===== config.mk =====
export PLATFORM = sky130hd
export DESIGN_NAME = sdram_dl_writer
export DESIGN_NICKNAME = d
export VERILOG_FILES = /design/src/rtl/sdram_dl_writer.sv
export SDC_FILE = /design/constraint.sdc
export NUM_CORES = 1
export LEC_CHECK = 0
export BUFFER_PORTS_ARGS = -buffer_cell sky130_fd_sc_hd__buf_4
export CAP_MARGIN = 20
export CORE_ASPECT_RATIO = 1.4
export CORE_UTILIZATION = 35
export DETAILED_ROUTE_END_ITERATION = 10
export PLACE_DENSITY_LB_ADDON = 0.05
export SLEW_MARGIN = 5
export SYNTH_ARGS = -nofsm -noshare
export SYNTH_HDL_FRONTEND = slang
export SYNTH_SLANG_ARGS = --single-unit

===== constraint.sdc =====
create_clock -name clk -period 5 [get_ports clk]
set_clock_uncertainty 0.15 [all_clocks]
set_input_delay 1 -clock clk [delete_from_list [all_inputs] [get_ports clk]]
set_output_delay 1 -clock clk [all_outputs]
set_load 0.02 [all_outputs]

===== src/rtl/sdram_dl_writer.sv =====
// rtl/sdram_dl_writer.sv - packs ioctl download bytes into 16-bit SDRAM writes over a req/ack toggle port
//
// Ports:
//   clk, reset          system clock; synchronous active-high reset
//   ioctl_download      download window from the HPS
//   ioctl_wr            one-cycle byte strobe
//   ioctl_addr[24:0]    byte address (bit 0 = lane, [23:1] = word, bit 24 unused)
//   ioctl_dout[7:0]     byte data
//   ioctl_wait          back-pressure, high while the word FIFO is nearly full
//   port_req/port_ack   toggle handshake with the SDRAM controller request port
//   port_we             always 1 (write-only client)
//   port_a[22:0]        word address (offset by BASE_WORD)
//   port_ds[1:0]        byte enables, bit1 = d[15:8], bit0 = d[7:0]
//   port_d[15:0]        write data, even byte in the upper lane
//   busy                data held, queued or in flight
//   done                one-cycle pulse once a finished download is fully written

module sdram_dl_writer #(
    parameter int unsigned BASE_WORD    = 0,
    parameter int unsigned FIFO_DEPTH   = 4,
    parameter int unsigned HOLD_TIMEOUT = 63
) (
    input  logic        clk,
    input  logic        reset,
    input  logic        ioctl_download,
    input  logic        ioctl_wr,
    input  logic [24:0] ioctl_addr,
    input  logic [7:0]  ioctl_dout,
    output logic        ioctl_wait,
    output logic        port_req,
    input  logic        port_ack,
    output logic        port_we,
    output logic [22:0] port_a,
    output logic [1:0]  port_ds,
    output logic [15:0] port_d,
    output logic        busy,
    output logic        done
);

    localparam int PW = (FIFO_DEPTH > 1) ? $clog2(FIFO_DEPTH) : 1;
    localparam int CW = $clog2(FIFO_DEPTH + 1);
    localparam int IW = (HOLD_TIMEOUT > 0) ? $clog2(HOLD_TIMEOUT + 1) : 1;

    localparam logic [22:0]   BASE_A    = BASE_WORD[22:0];
    localparam logic [CW-1:0] DEPTH_C   = CW'(FIFO_DEPTH);
    localparam logic [CW-1:0] WAIT_LVL  = CW'(FIFO_DEPTH - 1);
    localparam logic [IW-1:0] TIMEOUT_C = IW'(HOLD_TIMEOUT);

    typedef struct packed {
        logic [22:0] a;
        logic [15:0] d;
        logic [1:0]  ds;
    } entry_t;

    typedef enum logic {
        S_IDLE = 1'b0,
        S_WAIT = 1'b1
    } state_t;

    // Hold register: the partially assembled word
    logic          hv_q, hv_d;
    logic [22:0]   ha_q, ha_d;
    logic [15:0]   hd_q, hd_d;
    logic [1:0]    hds_q, hds_d;
    logic [IW-1:0] idle_q, idle_d;
    logic          dl_q, dl_d;

    // Word FIFO
    entry_t        mem_q [FIFO_DEPTH];
    entry_t        mem_d [FIFO_DEPTH];
    logic [PW-1:0] wr_ptr_q, wr_ptr_d;
    logic [PW-1:0] rd_ptr_q, rd_ptr_d;
    logic [CW-1:0] count_q, count_d;
    logic          wait_q, wait_d;

    // Issue side
    state_t        state_q, state_d;
    logic          port_req_q, port_req_d;
    logic [22:0]   port_a_q, port_a_d;
    logic [15:0]   port_d_q, port_d_d;
    logic [1:0]    port_ds_q, port_ds_d;

    // Status
    logic          armed_q, armed_d;
    logic          done_q, done_d;

    // Intermediate combinational signals
    logic          wr_ok;
    logic [1:0]    wr_lane;
    logic [22:0]   wr_word;
    logic [15:0]   merged_d;
    logic [1:0]    merged_ds;
    logic          push;
    entry_t        push_entry;
    logic          pop;
    logic          fifo_room;
    logic          fifo_push;
    logic          fall;
    logic          busy_c;
    logic          addr_unused;

    assign addr_unused = ioctl_addr[24];

    // A slot frees up in the same cycle when the issue side pops.
    assign fifo_room = (count_q != DEPTH_C) || pop;
    assign fifo_push = push && fifo_room;
    assign fall      = dl_q && !ioctl_download;

    // Hold register update and push generation (at most one push per cycle)
    always_comb begin
        hv_d      = hv_q;
        ha_d      = ha_q;
        hd_d      = hd_q;
        hds_d     = hds_q;
        push      = 1'b0;
        wr_ok     = ioctl_wr && ioctl_download;
        wr_lane   = ioctl_addr[0] ? 2'b01 : 2'b10;
        wr_word   = ioctl_addr[23:1];
        merged_ds = hds_q | wr_lane;
        merged_d  = hd_q;
        if (ioctl_addr[0]) begin
            merged_d[7:0] = ioctl_dout;
        end else begin
            merged_d[15:8] = ioctl_dout;
        end
        push_entry.a  = ha_q + BASE_A;
        push_entry.d  = hd_q;
        push_entry.ds = hds_q;

        if (wr_ok) begin
            if (hv_q && (ha_q == wr_word) && ((hds_q & wr_lane) == 2'b00)) begin
                if (merged_ds == 2'b11) begin
                    push          = 1'b1;
                    push_entry.d  = merged_d;
                    push_entry.ds = 2'b11;
                    hv_d          = 1'b0;
                    hd_d          = merged_d;
                    hds_d         = 2'b11;
                end else begin
                    hd_d  = merged_d;
                    hds_d = merged_ds;
                end
            end else begin
                // Different word or a lane written twice: retire the old hold first.
                push  = hv_q;
                hv_d  = 1'b1;
                ha_d  = wr_word;
                hd_d  = ioctl_addr[0] ? {8'h00, ioctl_dout} : {ioctl_dout, 8'h00};
                hds_d = wr_lane;
            end
        end else if (hv_q && (!ioctl_download || (idle_q == TIMEOUT_C)) && fifo_room) begin
            // Flush is deferred (not dropped) while the FIFO has no room.
            push = 1'b1;
            hv_d = 1'b0;
        end

        if (ioctl_wr) begin
            idle_d = '0;
        end else if (idle_q == TIMEOUT_C) begin
            idle_d = idle_q;
        end else begin
            idle_d = idle_q + 1'b1;
        end

        dl_d = ioctl_download;
    end

    // Issue FSM: one outstanding toggle request at a time
    always_comb begin
        state_d    = state_q;
        port_req_d = port_req_q;
        port_a_d   = port_a_q;
        port_d_d   = port_d_q;
        port_ds_d  = port_ds_q;
        pop        = 1'b0;
        case (state_q)
            S_IDLE: begin
                // reset gating keeps a reset cycle from launching a toggle
                if ((count_q != '0) && (port_req_q == port_ack) && !reset) begin
                    pop        = 1'b1;
                    port_a_d   = mem_q[rd_ptr_q].a;
                    port_d_d   = mem_q[rd_ptr_q].d;
                    port_ds_d  = mem_q[rd_ptr_q].ds;
                    port_req_d = ~port_req_q;
                    state_d    = S_WAIT;
                end
            end
            S_WAIT: begin
                if (port_ack == port_req_q) begin
                    state_d = S_IDLE;
                end
            end
            default: state_d = S_IDLE;
        endcase
    end

    // FIFO bookkeeping
    always_comb begin
        mem_d    = mem_q;
        wr_ptr_d = wr_ptr_q;
        rd_ptr_d = rd_ptr_q;
        count_d  = count_q;
        if (fifo_push) begin
            mem_d[wr_ptr_q] = push_entry;
            wr_ptr_d        = wr_ptr_q + 1'b1;
        end
        if (pop) begin
            rd_ptr_d = rd_ptr_q + 1'b1;
        end
        case ({fifo_push, pop})
            2'b10:   count_d = count_q + 1'b1;
            2'b01:   count_d = count_q - 1'b1;
            default: count_d = count_q;
        endcase
        wait_d = (count_d >= WAIT_LVL);
    end

    // Status: done fires from registered busy, so it lands a cycle after things go quiet.
    always_comb begin
        busy_c  = hv_q || (count_q != '0) || (port_req_q != port_ack);
        done_d  = armed_q && !busy_c;
        armed_d = fall || (armed_q && !done_d);
    end

    always_ff @(posedge clk) begin
        if (reset) begin
            hv_q     <= 1'b0;
            ha_q     <= '0;
            hd_q     <= '0;
            hds_q    <= '0;
            idle_q   <= '0;
            dl_q     <= 1'b0;
            wr_ptr_q <= '0;
            rd_ptr_q <= '0;
            count_q  <= '0;
            wait_q   <= 1'b0;
            armed_q  <= 1'b0;
            done_q   <= 1'b0;
            // An in-flight request must run to completion with stable outputs.
            if (port_req_q != port_ack) begin
                state_q <= S_WAIT;
            end else begin
                state_q   <= S_IDLE;
                port_a_q  <= '0;
                port_d_q  <= '0;
                port_ds_q <= '0;
            end
        end else begin
            hv_q      <= hv_d;
            ha_q      <= ha_d;
            hd_q      <= hd_d;
            hds_q     <= hds_d;
            idle_q    <= idle_d;
            dl_q      <= dl_d;
            wr_ptr_q  <= wr_ptr_d;
            rd_ptr_q  <= rd_ptr_d;
            count_q   <= count_d;
            wait_q    <= wait_d;
            armed_q   <= armed_d;
            done_q    <= done_d;
            state_q   <= state_d;
            port_a_q  <= port_a_d;
            port_d_q  <= port_d_d;
            port_ds_q <= port_ds_d;
        end
    end

    // Toggle is never reset so a reset cannot fabricate or retract a request.
    always_ff @(posedge clk) begin
        port_req_q <= port_req_d;
    end

    // FIFO storage carries no reset; pointers and count define validity.
    always_ff @(posedge clk) begin
        mem_q <= mem_d;
    end

    assign ioctl_wait = wait_q;
    assign port_req   = port_req_q;
    assign port_we    = 1'b1;
    assign port_a     = port_a_q;
    assign port_d     = port_d_q;
    assign port_ds    = port_ds_q;
    assign busy       = busy_c;
    assign done       = done_q;

endmodule


======== After elaboration in Yosys (flattened, before gate mapping) ========
Index checks and enable logic that the tools add are counted.
storage, ports and cells
  register bits after elaboration ......... 266
  bits of input ports ..................... 38
  output and inout bits ................... 46
  word-level logic and storage cells ...... 130
operators by class
  add/sub/neg operators ................... 5
  magnitude comparators ................... 4
  eq/ne operators ......................... 12
  muxes and demuxes ....................... 43
  bitwise logic cells ..................... 7
  reduce and logical (&&, ||, !) cells .... 30
operators with widths
  kind                   count
  $bwmux W164            1
  $mux W41               3
  $mux W16               6
  $mux W23               4
  $bmux W41 S2           1
  $demux W41 S2          1
  $mux W18               3
  $eq A23 B23 Y1         1
  $mux W8                2
  $mux W2                7
  $mux W1                13
  $logic_and A1 B1 Y1    12
  $add A6 B1 Y6 const B  1
  $eq A6 B6 Y1 const B   1
  $ge A3 B3 Y1 const B   2
  $not A2 Y3             2
  $pmux W3 S2            1
  $reduce_and A2 Y1      3
  $logic_or A1 B1 Y1     5
  $add A2 B1 Y2 const B  2
  $eq A2 B2 Y1 const B   2
  $logic_not A1 Y1       4
  $ne A2 B2 Y1 const B   2
  $reduce_bool A2 Y1     2
  other kinds (17)       20

======== Logic depth before layout (Yosys ltp) ========
Gate-level depths: netlist (run 1).
  depth after elaboration ................. 13
  mapped depth ............................ 14

======== Worst setup path after synthesis (run 1) ========
Ideal clock, no wire load.
  path type ............................... input to register
  start point ............................. in ioctl_addr[0]
  end point ............................... reg wait_q, in the netlist ioctl_wait
  library setup time ...................... 57 ps
  data arrival time ....................... 3686 ps
  path slack .............................. 1107 ps
  cell stages on the path ................. 14
  cell sequence ........................... buf_4 -> nand2_1 -> o2111ai_1 -> or4_4 -> nor4_4 -> a21oi_1 -> inv_1 -> ha_1 -> inv_1 -> fa_1 -> xor2_1 -> or3_1 -> a21oi_1 -> a21o_1
between the ends
  cells in the longest elaborated chain, start to end .. 10
  elaborated cells between the ends (all ways) .. 14
  those cells by class .................... order compare (1); eq/ne (3); mux (5); bitwise (2); reduce/logical (3)
ends and longest elaborated chain
  what                                              RTL line  source
  start, declared                                   27        input logic [24:0] ioctl_addr,
  $mux W2 *                                         117       wr_lane = ioctl_addr[0] ? 2'b01 : 2'b10;
  $or A2 B2 Y2 or $and A2 B2 Y2 (tied branches)     119, 131
  $eq A2 B2 Y1 or $logic_not A2 Y1 (tied branches)  132, 131
  $mux W1 or $logic_and A1 B1 Y1 (tied branches)    132, 131
  $mux W1 *                                         131       if (hv_q && (ha_q == wr_word) && ((hds_q & wr_lane) == 2'b00)) begin
  $mux W1 *                                         130       if (wr_ok) begin
  $logic_and A1 B1 Y1 *                             106       assign fifo_push = push && fifo_room;
  $eq A2 B1 Y1 or $eq A2 B2 Y1 (tied branches)      210       case ({fifo_push, pop})
  $pmux W3 S2 *                                     210
  $ge A3 B2 Y1 *                                    215       wait_d = (count_d >= WAIT_LVL);
  end signal, assigned                              258       wait_q <= wait_d;
  end, declared                                     74        logic wait_q, wait_d;
Every way passes the cells marked *; elsewhere a longest branch is shown, timed or not.
A chain may end at the register's enable or synchronous reset.

======== Worst setup path after layout (run 1) ========
Ends and elaborated chain as after synthesis.

==> results of run 1 <==
==> area by class of cell <==
cell class | instances | share of cell area (%)
inverter | 19 | 0.567
tap | 385 | 3.83
sequential | 266 | 58.7
multi-input combinational | 350 | 24.2
clock inverter | 12 | 1.28
timing repair buffer | 92 | 5.49
clock buffer | 38 | 5.94
==> routing by layer <==
| layer | vias up | global-route usage, % | wire [µm] |
|---|---|---|---|
| met5 | - | 0 | 17 |
| met4 | 2 | 4.01 | 433 |
| met3 | 27 | 2.61 | 1020 |
| met2 | 124 | 26.7 | 12000 |
| met1 | 2980 | 20.0 | 10200 |
| li1 | 2726 | - | - |
==> how the worst min path moves through the flow <==
stage,slack (ns),from,endpoint
after floorplan,0.30,armed_q,armed_q
after global placement,0.31,armed_q,armed_q
after detailed placement,0.33,hd_q[15],hd_q[15]
after CTS,0.33,armed_q,done
after global routing,0.35,hd_q[14],hd_q[14]
final,0.33,armed_q,done
==> kinds of logic (layout without fill, tap and decap cells) <==
kind of cell	after synthesis	after routing	share of synthesized area [%]
DFF	266	266	69.4
and+or+nand+nor	163	163	8.62
AOI/OAI and AO/OA	83	83	5.13
muxes	75	75	12.1
buffers and inverters	56	161	2.12
xor gates and xnor gates	21	21	1.73
adders and majority gates	7	7	0.893
other	1	1	0.0352
==> sequential cells by signal, summed over array words and instances, names as in the netlist <==
name,cells
state_q,1
ha_q,23
port_d,16
hds_q,2
wr_ptr_q,2
hv_q,1
idle_q,6
dl_q,1
rd_ptr_q,2
mem_q,164
ioctl_wait,1
port_ds,2
count_q,3
port_req,1
port_a,23
done,1
armed_q,1
hd_q,16
==> worst max-delay path: cells and delay by family <==
kind            cells  cell delay, ns
fa+ha+maj           2            0.55
buf+inv             3            0.38
xor+xnor            1            0.17
compound gates      4            0.70
simple gates        4            1.43
==> power by group <==
| group | switching [mW] | internal, mW | leakage (nW) | total (mW) |
|---|---|---|---|---|
| registers | 0.0345 | 2.43 | 2.42 | 2.47 |
| logic | 0.162 | 0.116 | 1.48 | 0.278 |
| clock network | 0.817 | 1.25 | 0.447 | 2.06 |
| total | 1.01 | 3.80 | 4.34 | 4.81 |
==> through the flow <==
step	power [mW]	worst slack (ns)	utilization, %
finish	4.81	1.07	42.0
global route	4.98	0.800	42.0
CTS	4.88	1.08	42.0
detailed placement	2.80	0.540	39.0
global placement	2.79	0.616	39.0
floorplan	2.67	1.11	-
==> synthesized netlist by cell type, types with 3 or more instances <==
cell type / number
a211oi_1: 9
a21oi_1: 33
a22oi_1: 8
and2_1: 44
and3_1: 3
buf_1: 7
buf_2: 3
buf_4: 3
clkbuf_1: 24
dfxtp_1: 60
edfxtp_1: 206
ha_1: 6
inv_1: 18
mux2_2: 18
mux2i_1: 16
mux4_2: 41
nand2_1: 40
nand2b_1: 12
nand3_1: 14
nand3b_1: 3
nand4_1: 4
nor2_1: 15
nor2b_1: 7
nor3_1: 5
o211ai_1: 8
o21ai_0: 5
o41ai_1: 8
or2_2: 4
xnor2_1: 14
xor2_1: 7
==> impl_metrics.tcl, run 1 <==
set metrics [dict create \
    ys_seq_area_share_pct 69.4 \
    p_per_area_nw_per_um2 382 \
    vias 5859 \
    dr.pass1.iters 5 \
    dpl_cell_area_um2 11700 \
    grt_pass1_vias 6194 \
    maxSlewViolCount 0 \
    hold_violations 0 \
    cts_inserted_buffers 27 \
    final_area_um2 12600 \
    synth_nets 717 \
    remaining_drc_errors 0 \
    cts_tree "yes" \
    slew_headroom_pct 50.3 \
    hold-worst-slack_ns 0.328 \
    regArea_um2 7390 \
    syn_area_per_cell_um2 15.8 \
    fin_crit_sh_pct 78.6 \
    critPathRequiredTime_ns 5.32 \
    clockRootBuffer "clkbuf_16" \
    clk_pin_slew_ns 0.06 \
    worstSetupEndpointType "flop" \
    worstSetupPathType "input pin to flop" \
    grt_overflow_total 0 \
    die_h_um 208 \
    ys_async_sr_fraction_pct 0 \
    timing.rr.end "ioctl_wait" \
    startpoint "ioctl_addr[0]" \
    crit_path_end "ioctl_wait" \
    reg2regPathDepth 13 \
    final.setup.tns_ns 0 \
    antenna_left 0 \
    cts_resized 0 \
    crit_fanout 26 \
    chipWidth_um 149 \
    syn_inst 672 \
    yosysTopAreaCell "edfxtp_1" \
    ys.flop_type "edfxtp_1" \
    crit_arrival_ns 4.25 \
    clock_path_buffers 3 \
    rsz0062_at_grt "no" \
    status "completed" \
    leakage_nw 4.34 \
    start_util_pct 35.6 \
    postSynthRegisterBits 266 \
    stdcell_count 1162 \
    grt_max_degree 51 \
    rows 75 \
    insertion_delay_ns 0.54 \
    grt_usage_pct 15.5 \
    final_cell_mix "206 x edfxtp_1, 92 x buf_4, 58 x dfxtp_1, 41 x mux4_2, 40 x and2_1" \
    grt_pass1_wl_mm 36.3 \
    dieArea_um2 31100 \
    routed_wl_mm 23.7 \
    design.core.area_um2 29900 \
    areaGrowthSynthToFinish_pct 18.2 \
    ys_warn_count 0 \
    timing.fmax_mhz 255 \
    synthTopCellsByArea "edfxtp_1 58%, dfxtp_1 11%, mux4_2 8.7%" \
    tightest_slew_ns 0.746 \
    drtIter0Drc 316 \
    ios 84 \
    worst-r2r-setup-slack_ns 1.27 \
    synth_top_area_share_pct 58.1 \
    hold_path_class "flop to flop" \
    cts.sinks 266 \
    post_cts_buffers 0 \
    io_buffers 81 \
    peakVddDrop_mv 0.239 \
    htree_levels 1 \
    min_path_cells 1 \
    syn_area_um2 10600 \
    mostFrequentLayoutCell "edfxtp_1" \
    rr_startpoint "ha_q[17]" \
    cts_hold_buf 0 \
    routedWlPerCell_um 20.4 \
    drive_above_1_share_pct 26.9 \
    fin_nets 801 \
    cpPeakStageDelay_ns 0.57 \
    n_antenna_cell 0 \
    finalSetupViolCount 0 \
    antenna_found_initial 1 \
    cap_violations 0 \
    ys_types 52 \
    crit_slowest_cell "or4_4" \
    via_per_inst 5.04 \
    placed_cells 1112 \
    gp_congestion 0.754 \
    cp_cell_sequence "buf_4 -> nand2_1 -> o2111ai_1 -> or4_4 -> nor4_4 -> a21oi_1 -> inv_1 -> ha_1 -> inv_1 -> fa_1 -> xor2_1 -> or3_1 -> a21oi_1 -> a21o_1" \
    synth_edf_count 206 \
    multi_input_area_um2 3040 \
    dpl.hpwl_mm 14.8 \
    fin_crit_ns 3.93 \
    startpoint_type "input pin" \
    nFillCells 2726 \
]
Note: power is estimated with default switching activity, not from simulation.
==> run 2: changes to the inputs <==
Settings changed: ABC_AREA from default to 1.
Clock period 5 ns to 3.22 ns, I/O delays scaled along.
==> impl_metrics.tcl, run 2 <==
set metrics [dict create \
    rows 77 \
    status "completed" \
    ys_seq_area_share_pct 66.0 \
    syn_area_per_cell_um2 10.2 \
    ios 84 \
    insertion_delay_ns 0.56 \
    nFillCells 3072 \
    hold_violations 0 \
    regMostFlops "mem_q" \
    drtIter0Drc 341 \
    start_util_pct 35.5 \
    remaining_drc_errors 0 \
    p_per_area_nw_per_um2 591 \
    mostFrequentLayoutCell "nor2_1" \
    vias 7691 \
    cap_violations 0 \
    peakVddDrop_mv 0.410 \
    routedWlPerCell_um 17.6 \
    clockRootBuffer "clkbuf_16" \
    finalSetupViolCount 0 \
    yosysMostFrequentCell "nor2_1" \
    ys_async_sr_fraction_pct 0 \
    grt_usage_pct 17.7 \
    grt_max_degree 84 \
    fin_nets 1233 \
    busiest_layer "met2" \
    ys.flop_type "edfxtp_1" \
    p_int_mw 5.97 \
    combPwrFrac_pct 9.4 \
    n_antenna_cell 0 \
    gr-usage-met1_pct 20.6 \
    tightest_slew_ns 0.860 \
    grt_pass1_vias 7646 \
    grt_pass1_wl_mm 43.6 \
    die_h_um 214 \
    seqPwrFrac_pct 50.3 \
    maxSlewViolCount 0 \
    startpoint_type "flop" \
    synthTopCellsByCount "222 x nor2_1, 206 x edfxtp_1, 148 x nand2_1" \
    synth_edf_count 206 \
    worstSetupEndpointType "flop" \
    routed_wl_mm 28.2 \
    final.setup.tns_ns 0 \
    design.core.area_um2 31500 \
    antenna_found_initial 0 \
    final_util_pct 42.3 \
    swShare_pct 24.2 \
    final_cell_mix "218 x nor2_1, 206 x edfxtp_1, 148 x nand2_1, 128 x o21ai_0, 108 x buf_4" \
    synth_nets 1143 \
    slew_headroom_pct 42.7 \
    ys_warn_count 0 \
    clkPwrFrac_pct 40.4 \
    drive_above_1_share_pct 16.4 \
    hold_path_class "input pin to flop" \
    postSynthRegisterBits 266 \
    dr.pass1.iters 4 \
    worstSetupPathType "flop to flop" \
    final_area_um2 13300 \
    clk_pin_slew_ns 0.06 \
    use_met2_pct 33.8 \
    ys_types 35 \
    dpl.hpwl_mm 17.4 \
    antenna_left 0 \
    yosysTopAreaCell "edfxtp_1" \
    p_sw_mw 1.91 \
    areaGrowthSynthToFinish_pct 19.1 \
    crit_arrival_ns 3.12 \
    io_buffers 81 \
    fin_crit_sh_pct 88.7 \
    syn_area_um2 11200 \
    cts.sinks 266 \
    timing.fmax_mhz 350 \
    dp_slack_ns 0.0642 \
    dieArea_um2 32700 \
    largest_reg_flops 164 \
    synthTopCellsByArea "edfxtp_1 55%, dfxtp_1 11%, nor2_1 7.4%" \
    cts_tree "yes" \
    cts_inserted_buffers 28 \
    gp_congestion 0.820 \
    grt_use_met3_pct 2.57 \
    rsz0062_at_grt "no" \
    worst_slack_ns 0.365 \
    chipWidth_um 153 \
    htree_levels 1 \
    leakage_nw 5.07 \
    via_per_inst 4.79 \
    critPathRequiredTime_ns 3.48 \
    grt_overflow_total 0 \
    p_total_mw 7.87 \
    synth_top_area_share_pct 55.3 \
    clock_path_buffers 3 \
    syn_inst 1098 \
    fin_crit_ns 2.86 \
    post_cts_buffers 0 \
    dpl_cell_area_um2 12400 \
    crit_fanout 6 \
]
==> run 2: cell types whose count changed after synthesis, sizes merged, moves of 15 or more <==
cell	before	now
nand2	40	150
mux2i	16	0
a21oi	33	107
clkbuf	24	39
nor2	16	225
and2	44	0
inv	18	98
o21ai	5	149
mux4	41	0
mux2	18	0
==> run 2: worst max-delay path, stage by stage, from the launching register on <==
cell     delay (ns)
dfxtp_1        0.44
inv_1          0.11
nand2_1        0.11
nand2_1        0.07
nor2_1         0.10
nand3_1        0.08
nor2_2         0.17
nand4_1        0.21
nand3_2        0.14
ha_1           0.15
inv_1          0.06
fa_1           0.37
a21oi_1        0.14
o21ai_0        0.11
xor2_1         0.15
inv_1          0.08
o21ai_0        0.07
==> run 2: what timing repair did <==
action / CTS / global route
endpoints found under the setup margin: 0 / 2
resized for setup: 0 / 2
hold buffers: 0 / 0
==> run 2: metal layers <==
metal,wire length [µm],vias up,share of wire (%)
li1,-,3880,-
met1,11700,3663,42
met2,15000,117,53
met3,999,31,3.5
met4,463,0,1.6
met5,0,-,0
==> run 2: cells by family after synthesis <==
group	share of synthesized area [%]
compound gates	12.5
xor+xnor	0.548
fa+ha+maj	0.850
buf+inv	5.66
flops	66.0
other cells	0.0335
simple gates	14.4
==> run 2: final timing paths <==
path | start | endpoint | slack (ns) | cells after the start
worst min register to register | armed_q | done | 0.29 | 2
worst max-delay path | ha_q[16] | ioctl_wait | 0.36 | 16
worst max register to register | ha_q[16] | ioctl_wait | 0.36 | 16
worst min-delay path | ioctl_download | dl_q | 0.18 | 3
==> run 2: per-stage QoR <==
step           hold slack (ns)  instances
2_1_floorplan            0.275       1098
3_3_place_gp             0.283       1553
3_5_place_dp             0.286       1553
4_1_cts                  0.172       1604
5_1_grt                  0.186       1604
6_report                 0.183       1604
==> run 2: cell type report <==
type	count	area [µm²]	share of cell area, %
clock buffers	29	704	5.29
clock inverters	22	199	1.49
inverters	98	368	2.76
multi-input cells	679	3210	24.1
flip-flops and latches	266	7390	55.5
well taps	395	494	3.71
repair buffers	115	951	7.14
==> run 2: power by group through the flow <==
stage | logic [mW] | clock network, mW | registers [mW]
floorplan | 0.386 | 0 | 4.08
global route | 0.833 | 3.40 | 3.98
finish | 0.740 | 3.18 | 3.96
CTS | 0.759 | 3.28 | 3.96
detailed placement | 0.754 | 0 | 4.03
global placement | 0.750 | 0 | 4.03
==> run 3: changes to the inputs <==
Settings changed: ABC_AREA 1 to 0.
==> impl_metrics.tcl, run 3 (same netlist as run 1, synthesis figures left out) <==
set metrics [dict create \
    status "completed" \
    rows 75 \
    ios 84 \
    p_sw_mw 1.63 \
    placed_cells 1167 \
    cap_violations 0 \
    grt_overflow_total 0 \
    final_util_pct 44.0 \
    peakVddDrop_mv 0.327 \
    drtIter0Drc 293 \
    rsz0062_at_grt "yes" \
    clkPwrFrac_pct 43.1 \
    slew_headroom_pct 55.8 \
    remaining_drc_errors 0 \
    critPathRequiredTime_ns 3.55 \
    hold_violations 0 \
    regArea_um2 7400 \
    antenna_left 0 \
    design.core.area_um2 29900 \
    grt_max_degree 56 \
    hold_path_class "input pin to flop" \
    dieArea_um2 31100 \
    p_int_mw 5.98 \
    leakage_nw 4.67 \
    multi_input_area_um2 3090 \
    cts.sinks 266 \
    final_cell_mix "206 x edfxtp_1, 141 x buf_4, 51 x dfxtp_1, 41 x mux4_2, 40 x and2_1" \
    maxSlewViolCount 0 \
    crit_fanout 2 \
    antenna_found_initial 1 \
    cts_inserted_buffers 27 \
    via_per_inst 4.99 \
    areaGrowthSynthToFinish_pct 23.7 \
    fin_nets 857 \
    seqPwrFrac_pct 50.2 \
    regMostFlops "mem_q" \
    grt_pass1_wl_mm 37.7 \
    crit_arrival_ns 3.48 \
    clock_path_buffers 3 \
    chipWidth_um 149 \
    fin_crit_sh_pct 97.8 \
    combPwrFrac_pct 6.8 \
    fin_crit_ns 3.15 \
    dr.pass1.iters 4 \
    timing.fmax_mhz 318 \
    finalSetupViolCount 0 \
    die_h_um 208 \
    routedWlPerCell_um 19.9 \
    insertion_delay_ns 0.55 \
    p_per_area_nw_per_um2 578 \
    worstSetupEndpointType "flop" \
    htree_levels 1 \
    drive_above_1_share_pct 33.9 \
    io_buffers 81 \
    mostFrequentLayoutCell "edfxtp_1" \
    cts_hold_buf 0 \
    gp_congestion 0.790 \
    clk_pin_slew_ns 0.06 \
    vias 6083 \
    routed_wl_mm 24.2 \
    startpoint_type "flop" \
    start_util_pct 35.6 \
    swShare_pct 21.4 \
    worstSetupPathType "flop to flop" \
    p_total_mw 7.60 \
    largest_reg_flops 164 \
    cts_tree "yes" \
    nFillCells 2677 \
    dpl.hpwl_mm 15.4 \
    stdcell_count 1219 \
    clockRootBuffer "clkbuf_16" \
    grt_usage_pct 16.1 \
    tightest_slew_ns 0.661 \
    grt_pass1_vias 6390 \
]
==> run 3: cell types whose count changed in the layout (fill, tap and decap cells not counted), sizes merged, moves of 9 or more <==
cell    delta
a211oi     +9
a21oi     -74
and2      +44
buf       +33
inv       -78
mux2      +18
mux2i     +16
mux4      +41
nand2    -110
nand2b    +12
nor2     -209
o21ai    -144
xnor2     +11
==> run 3: power by group through the flow <==
stage                     sequential (mW)  combinational, mW  clock, mW
final                                3.82              0.515       3.27
after global routing                 3.82              0.562       3.48
after CTS                            3.82              0.527       3.37
after detailed placement             3.89              0.520          0
after global placement               3.89              0.514          0
after floorplan                      3.93              0.225          0
==> run 3: path summary, 6_finish.rpt <==
kind                                      from    endpoint  slack (ns)  depth (start not counted)
worst max-delay path                   ha_q[2]  ioctl_wait        0.07                         13
worst min-delay path            ioctl_addr[21]    ha_q[20]        0.22                          3
worst max register to register         ha_q[2]  ioctl_wait        0.07                         13
worst min register to register         armed_q        done        0.33                          1
==> run 3: area by class of cell <==
class,instances,area share (%)
well taps,385,3.66
multi-input cells,350,23.5
repair buffers,148,9.11
clock inverters,16,1.60
clock buffers,34,5.41
diodes,1,0.0190
inverters,19,0.542
flip-flops and latches,266,56.2
==> run 3: routing by layer <==
metal / wire (µm) / part of all wire (%) / GRT usage (%)
met1: 10300 / 43 / 20.0
met2: 12500 / 52 / 28.6
met3: 883 / 3.6 / 2.17
met4: 503 / 2.1 / 5.21
met5: 0 / 0 / 0
==> run 3: worst max-delay path: stages (launching register included) <==
cell and delay, ns:
dfxtp_2 0.32, nor2b_1 0.14, a211o_1 0.26, or4_4 0.43
nor4_4 0.36, a21oi_2 0.12, inv_1 0.08, ha_2 0.18
inv_2 0.04, fa_2 0.33, xor2_1 0.15, or3_1 0.32
a21oi_2 0.15, a21o_1 0.10
==> run 3: what timing repair did <==
action                     4_1_cts  5_1_grt
buffers inserted                 1        0
setup endpoints to repair       34       34
resized for setup                9        3
gates cloned                     0        0
pin swaps                        9        3
==> run 3: metrics by stage <==
stage          hold WS, ns  setup slack, ns  setup TNS [ns]  cell area (µm²)
2_1_floorplan        0.297          -0.0710         -0.0744            10700
3_3_place_gp         0.310           -0.488          -22.26            12200
3_5_place_dp         0.324           -0.533          -24.88            12200
4_1_cts              0.190          -0.0264         -0.0264            13200
5_1_grt              0.215          -0.0906          -0.344            13200
6_report             0.216           0.0720               0            13200
